File: config.mk
export PLATFORM = sky130hd
export DESIGN_NAME = gray_code_conv_pipe
export DESIGN_NICKNAME = d
export VERILOG_FILES = /design/src/rtl/gray_conv_pkg.sv /design/src/rtl/gray_conv_stage.sv /design/src/rtl/gray_code_conv_pipe.sv
export SDC_FILE = /design/constraint.sdc
export NUM_CORES = 1
export LEC_CHECK = 0
export ABC_AREA = 1
export BUFFER_PORTS_ARGS = -buffer_cell sky130_fd_sc_hd__buf_2
export CORE_ASPECT_RATIO = 1.1
export CORE_MARGIN = 2
export CORE_UTILIZATION = 60
export DETAILED_ROUTE_END_ITERATION = 10
export PLACE_DENSITY_LB_ADDON = 0.2
export SKIP_LAST_GASP = 1
export SYNTH_ARGS = -nofsm -noshare
export SYNTH_HDL_FRONTEND = slang
export SYNTH_SLANG_ARGS = --single-unit
File: constraint.sdc
create_clock -name clk -period 4.5 [get_ports clk]
set_input_delay 0.9 -clock clk [delete_from_list [all_inputs] [get_ports clk]]
set_output_delay 0.9 -clock clk [all_outputs]
set_load 0.02 [all_outputs]
File: src/rtl/gray_conv_pkg.sv
// Shared types and chunk-boundary helpers for the pipelined Gray/binary converter.
// Each stage resolves one MSB-first chunk of the Gray-to-binary prefix XOR.
package gray_conv_pkg;

  typedef enum logic {
    MODE_G2B = 1'b0,
    MODE_B2G = 1'b1
  } conv_mode_e;

  function automatic int chunk_size(input int width, input int stages);
    return (width + stages - 1) / stages;
  endfunction

  // Highest bit handled by stage s; negative when the stage has nothing left to resolve.
  function automatic int chunk_hi(input int s, input int width, input int stages);
    return width - 1 - s * chunk_size(width, stages);
  endfunction

  function automatic int chunk_lo(input int s, input int width, input int stages);
    int lo;
    lo = width - (s + 1) * chunk_size(width, stages);
    return (lo < 0) ? 0 : lo;
  endfunction

endpackage

File: src/rtl/gray_conv_stage.sv
// One pipeline register stage of the converter, including the Gray-to-binary
// XOR chain for the chunk of bits owned by stage index IDX.
module gray_conv_stage
  import gray_conv_pkg::*;
#(
  parameter int DATA_WIDTH = 16,
  parameter int STAGES     = 4,
  parameter int IDX        = 0
) (
  input  logic                  clk,
  input  logic                  reset,
  input  logic                  advance,
  input  logic                  in_valid,
  input  logic                  in_mode,
  input  logic                  in_carry,
  input  logic [DATA_WIDTH-1:0] in_data,
  output logic                  out_valid,
  output logic                  out_mode,
  output logic                  out_carry,
  output logic [DATA_WIDTH-1:0] out_data
);

  localparam int HI = chunk_hi(IDX, DATA_WIDTH, STAGES);
  localparam int LO = chunk_lo(IDX, DATA_WIDTH, STAGES);

  typedef struct packed {
    logic                  valid;
    conv_mode_e            mode;
    logic                  carry;
    logic [DATA_WIDTH-1:0] data;
  } payload_t;

  payload_t              stage_reg;
  payload_t              stage_next;
  logic [DATA_WIDTH-1:0] resolved;
  logic                  running;

  // Prefix XOR over [HI:LO], seeded with the binary bit just above this chunk.
  always_comb begin
    resolved = in_data;
    running  = in_carry;
    for (int i = DATA_WIDTH - 1; i >= 0; i--) begin
      if (i <= HI && i >= LO) begin
        running     = running ^ in_data[i];
        resolved[i] = running;
      end
    end
  end

  always_comb begin
    stage_next.valid = in_valid;
    stage_next.mode  = conv_mode_e'(in_mode);
    stage_next.carry = in_carry;
    stage_next.data  = in_data;
    if (conv_mode_e'(in_mode) == MODE_G2B) begin
      stage_next.carry = running;
      stage_next.data  = resolved;
    end
  end

  // Payload only loads with a real word so out_data holds its value across bubbles.
  always_ff @(posedge clk or posedge reset) begin
    if (reset) begin
      stage_reg <= '0;
    end else if (advance) begin
      if (in_valid) begin
        stage_reg <= stage_next;
      end else begin
        stage_reg.valid <= 1'b0;
      end
    end
  end

  assign out_valid = stage_reg.valid;
  assign out_mode  = stage_reg.mode;
  assign out_carry = stage_reg.carry;
  assign out_data  = stage_reg.data;

endmodule

File: src/rtl/gray_code_conv_pipe.sv
// Pipelined bidirectional Gray/binary converter with valid/ready on both sides.
// The top owns the ready chain and the binary-to-Gray pre-encode; stages do the rest.
module gray_code_conv_pipe
  import gray_conv_pkg::*;
#(
  parameter int DATA_WIDTH = 16,
  parameter int STAGES     = 4
) (
  input  logic                  clk,
  input  logic                  reset,
  input  logic                  in_valid,
  output logic                  in_ready,
  input  logic                  in_mode,
  input  logic [DATA_WIDTH-1:0] in_data,
  output logic                  out_valid,
  input  logic                  out_ready,
  output logic                  out_mode,
  output logic [DATA_WIDTH-1:0] out_data
);

  logic [STAGES:0]       chain_valid;
  logic [STAGES:0]       chain_mode;
  logic [STAGES:0]       chain_carry;
  logic [DATA_WIDTH-1:0] chain_data [STAGES+1];
  logic [STAGES-1:0]     advance;
  logic                  unused_tail_carry;

  assign chain_valid[0] = in_valid;
  assign chain_mode[0]  = in_mode;
  assign chain_carry[0] = 1'b0;
  assign chain_data[0]  = (conv_mode_e'(in_mode) == MODE_B2G) ? (in_data ^ (in_data >> 1)) : in_data;

  genvar gi;
  generate
    for (gi = 0; gi < STAGES; gi++) begin : g_stage
      // A stage moves when any stage at or after it is empty, or the sink takes a word;
      // written as a flat reduction so there is no combinational chain through advance.
      assign advance[gi] = out_ready | ~(&chain_valid[STAGES:gi+1]);

      gray_conv_stage #(
        .DATA_WIDTH(DATA_WIDTH),
        .STAGES    (STAGES),
        .IDX       (gi)
      ) u_stage (
        .clk      (clk),
        .reset    (reset),
        .advance  (advance[gi]),
        .in_valid (chain_valid[gi]),
        .in_mode  (chain_mode[gi]),
        .in_carry (chain_carry[gi]),
        .in_data  (chain_data[gi]),
        .out_valid(chain_valid[gi+1]),
        .out_mode (chain_mode[gi+1]),
        .out_carry(chain_carry[gi+1]),
        .out_data (chain_data[gi+1])
      );
    end
  endgenerate

  assign unused_tail_carry = chain_carry[STAGES];

  assign in_ready  = advance[0];
  assign out_valid = chain_valid[STAGES];
  assign out_mode  = chain_mode[STAGES];
  assign out_data  = chain_data[STAGES];

endmodule
==> impl_metrics.toml <==
[worst_setup_path]
crit_type = "input port to output port"
worst-path-max-fanout = 3
slowest_delay_ns = 0.17
worstSetupStartpoint = "out_ready"
cp_data_arrival_time_ns = 1.62
regToRegStartpoint = "g_stage[3].u_stage.out_valid"
cpMaxStageDelayCell = "buf_2"
crit_path_frequent_cell = "buf_2"
path_cells = "buf_2 > inv_1 > nand3_2 > nor2_4 > nand2_2 > buf_2"
startpoint_type = "input port"
required_ns = 3.60
endpoint_kind = "output port"

[synthesis]
yosysUniqueCellTypes = 24
synth_nets = 440
synth_seq_cells = 75
synth-seq-area-share = 0.542
post_synth_inst_count = 419
syn-cell-area_um2 = 3460
avgSynthCellArea_um2 = 8.27
yosysWarnings = 0

[timing]
tns_ns = 0
rsz0062_at_grt = "no"
fin_crit_ns = 2.52
hold_violations = 0
setup_viol = 0
skew_ns = 0.00730
slew_viol_final = 0
max_freq_mhz = 396
period_share = 0.561
relSlewSlack = 0.324
worst-slew-pin-transition_ns = 1.01

[global_route]
overflow = 0
grt_usage = 0.203
grt_pass1_vias = 2425
antenna_found_initial = 0
grt_max_degree = 53
grt_pass1_wl_mm = 10.3

[clocking]
post_cts_buffers = 0
h-tree-depth = 3
insertion_delay_ns = 0.35
cts_inserted_buffers = 9
cts_sinks = 75
cts_tree = "done"
post_cts_resized = 0
path_clk_slew_ns = 0.07
cts-root-buf = "clkbuf_8"
holdBufCountCts = 0
clock_path_buffers = 2

[routing]
first_pass_iters = 5
vias = 2538
routed_wl_mm = 5.72
routed_wire_length_per_instance_um = 10.9
via_per_inst = 4.85
drt_iter0_drc = 116
drc = 0
ant_nets = 0

[layout]
drive_above_1_share = 0.143
fillCellCount = 496
synthToLayoutAreaGrowth_pct = 9.72
final_common_cell = "nand2_1"
final_cell_mix = "nand2_1 (189), dfrtp_1 (75), buf_2 (39)"
fin_nets = 462
n_antenna_cell = 0
fin_cells = 523

[die]
die_w_um = 76.4
coreArea_um2 = 5660
ioPinCount = 40
num_rows = 29
start_util = 0.612
die_area_um2 = 6400
chipHeight_um = 83.7

[run]
timing.max_cap.violations = 0

[place]
gp_congestion = 0.819
hpwl_mm = 3.92
dp.cells = 507
io_buffer_count = 39

[power]
internal_power_uw = 1510
power_frac_comb = 0.303
clkPwrFrac = 0.245
power_density_nw_per_um2 = 624
p_seq_frac = 0.452
vdd_ir_drop_max_mv = 0.278
fin_total_pwr_uw = 2370
swShare = 0.362
p_sw_uw = 860
p_leak_uw = 0.00204

[min_path]
hold_path.class = "register to register"
min_from = "g_stage[3].u_stage.out_mode"

[run_status]
status = "complete, no violations"
-- layer usage --
metal / part of all wire / vias to the layer above / GRT usage
met5: 0 / - / 0
met4: 0.026 / 0 / 0.121
met3: 0.048 / 13 / 0.0335
met2: 0.46 / 64 / 0.340
met1: 0.47 / 1133 / 0.247
li1: - / 1328 / -
-- logic make-up (layout without fill, tap and decap cells) --
logic type	Yosys count	in the layout	share of synthesized area
compound gates	41	41	0.0625
flops	75	75	0.542
xor+xnor	19	19	0.0480
simple gates	224	224	0.259
buf+inv	60	87	0.0885
-- final cells by class --
cell class | count | area (um2) | area share
sequential | 75 | 1880 | 0.494
clock buffer | 12 | 155 | 0.0408
multi-input combinational | 284 | 1280 | 0.337
inverter | 31 | 116 | 0.0306
timing repair buffer | 40 | 203 | 0.0533
tap | 77 | 96.3 | 0.0254
clock inverter | 4 | 72.6 | 0.0191
-- state kept, by name (all words and copies together) (netlist names) --
name and count:
g_stage.u_stage.out_data 64, g_stage.u_stage.out_carry 3, g_stage.u_stage.out_mode 4, g_stage.u_stage.out_valid 4
-- critical path: cells and delay by family --
kind,cells,cell delay (ns)
buffers and inverters,3,0.36
and+or+nand+nor,3,0.35
-- worst paths after layout --
| check | end | slack [ns] | cells after the start |
|---|---|---|---|
| max in group asynchronous | g_stage[0].u_stage.out_data[7] | 2.82 | 3 |
| worst max register to register | g_stage[3].u_stage.out_data[1] | 2.65 | 4 |
| worst min register to register | g_stage[3].u_stage.out_mode | 0.47 | 2 |
| min in group asynchronous | g_stage[2].u_stage.out_data[13] | 0.79 | 2 |
| worst min-delay path | g_stage[3].u_stage.out_mode | 0.47 | 2 |
| worst max-delay path | in_ready | 1.98 | 6 |
-- cell usage after synthesis, drive strengths merged --
cell type | n | share of area
a21oi | 11 | 0.017
a31oi | 1 | 0.0018
buf | 25 | 0.051
clkbuf | 4 | 0.0043
dfrtp | 75 | 0.54
inv | 31 | 0.034
nand2 | 191 | 0.21
nand3 | 19 | 0.029
nand3b | 2 | 0.0043
nand4 | 2 | 0.0036
nor2 | 10 | 0.014
o211ai | 1 | 0.0022
o21ai | 27 | 0.039
o221ai | 1 | 0.0025
xnor2 | 4 | 0.010
xor2 | 15 | 0.038
-- through the flow --
stage / cell area [um2] / setup slack, ns / util / hold WS, ns
finish: 3800 / 1.98 / 0.671 / 0.467
global placement: 3570 / 1.97 / 0.631 / 0.449
detailed placement: 3570 / 1.97 / 0.631 / 0.455
CTS: 3800 / 1.97 / 0.671 / 0.473
floorplan: 3460 / 1.69 / - / 0.442
global route: 3800 / 1.92 / 0.671 / 0.492
-- power groups by stage --
| stage | sequential, uW | clock (uW) | combinational [uW] |
|---|---|---|---|
| floorplan | 1050 | 0 | 653 |
| detailed placement | 1090 | 0 | 717 |
| global placement | 1070 | 0 | 699 |
| CTS | 1070 | 589 | 728 |
| global route | 1110 | 617 | 834 |
| finish | 1070 | 580 | 720 |
No activity file was read; power rests on OpenSTA's default activity.
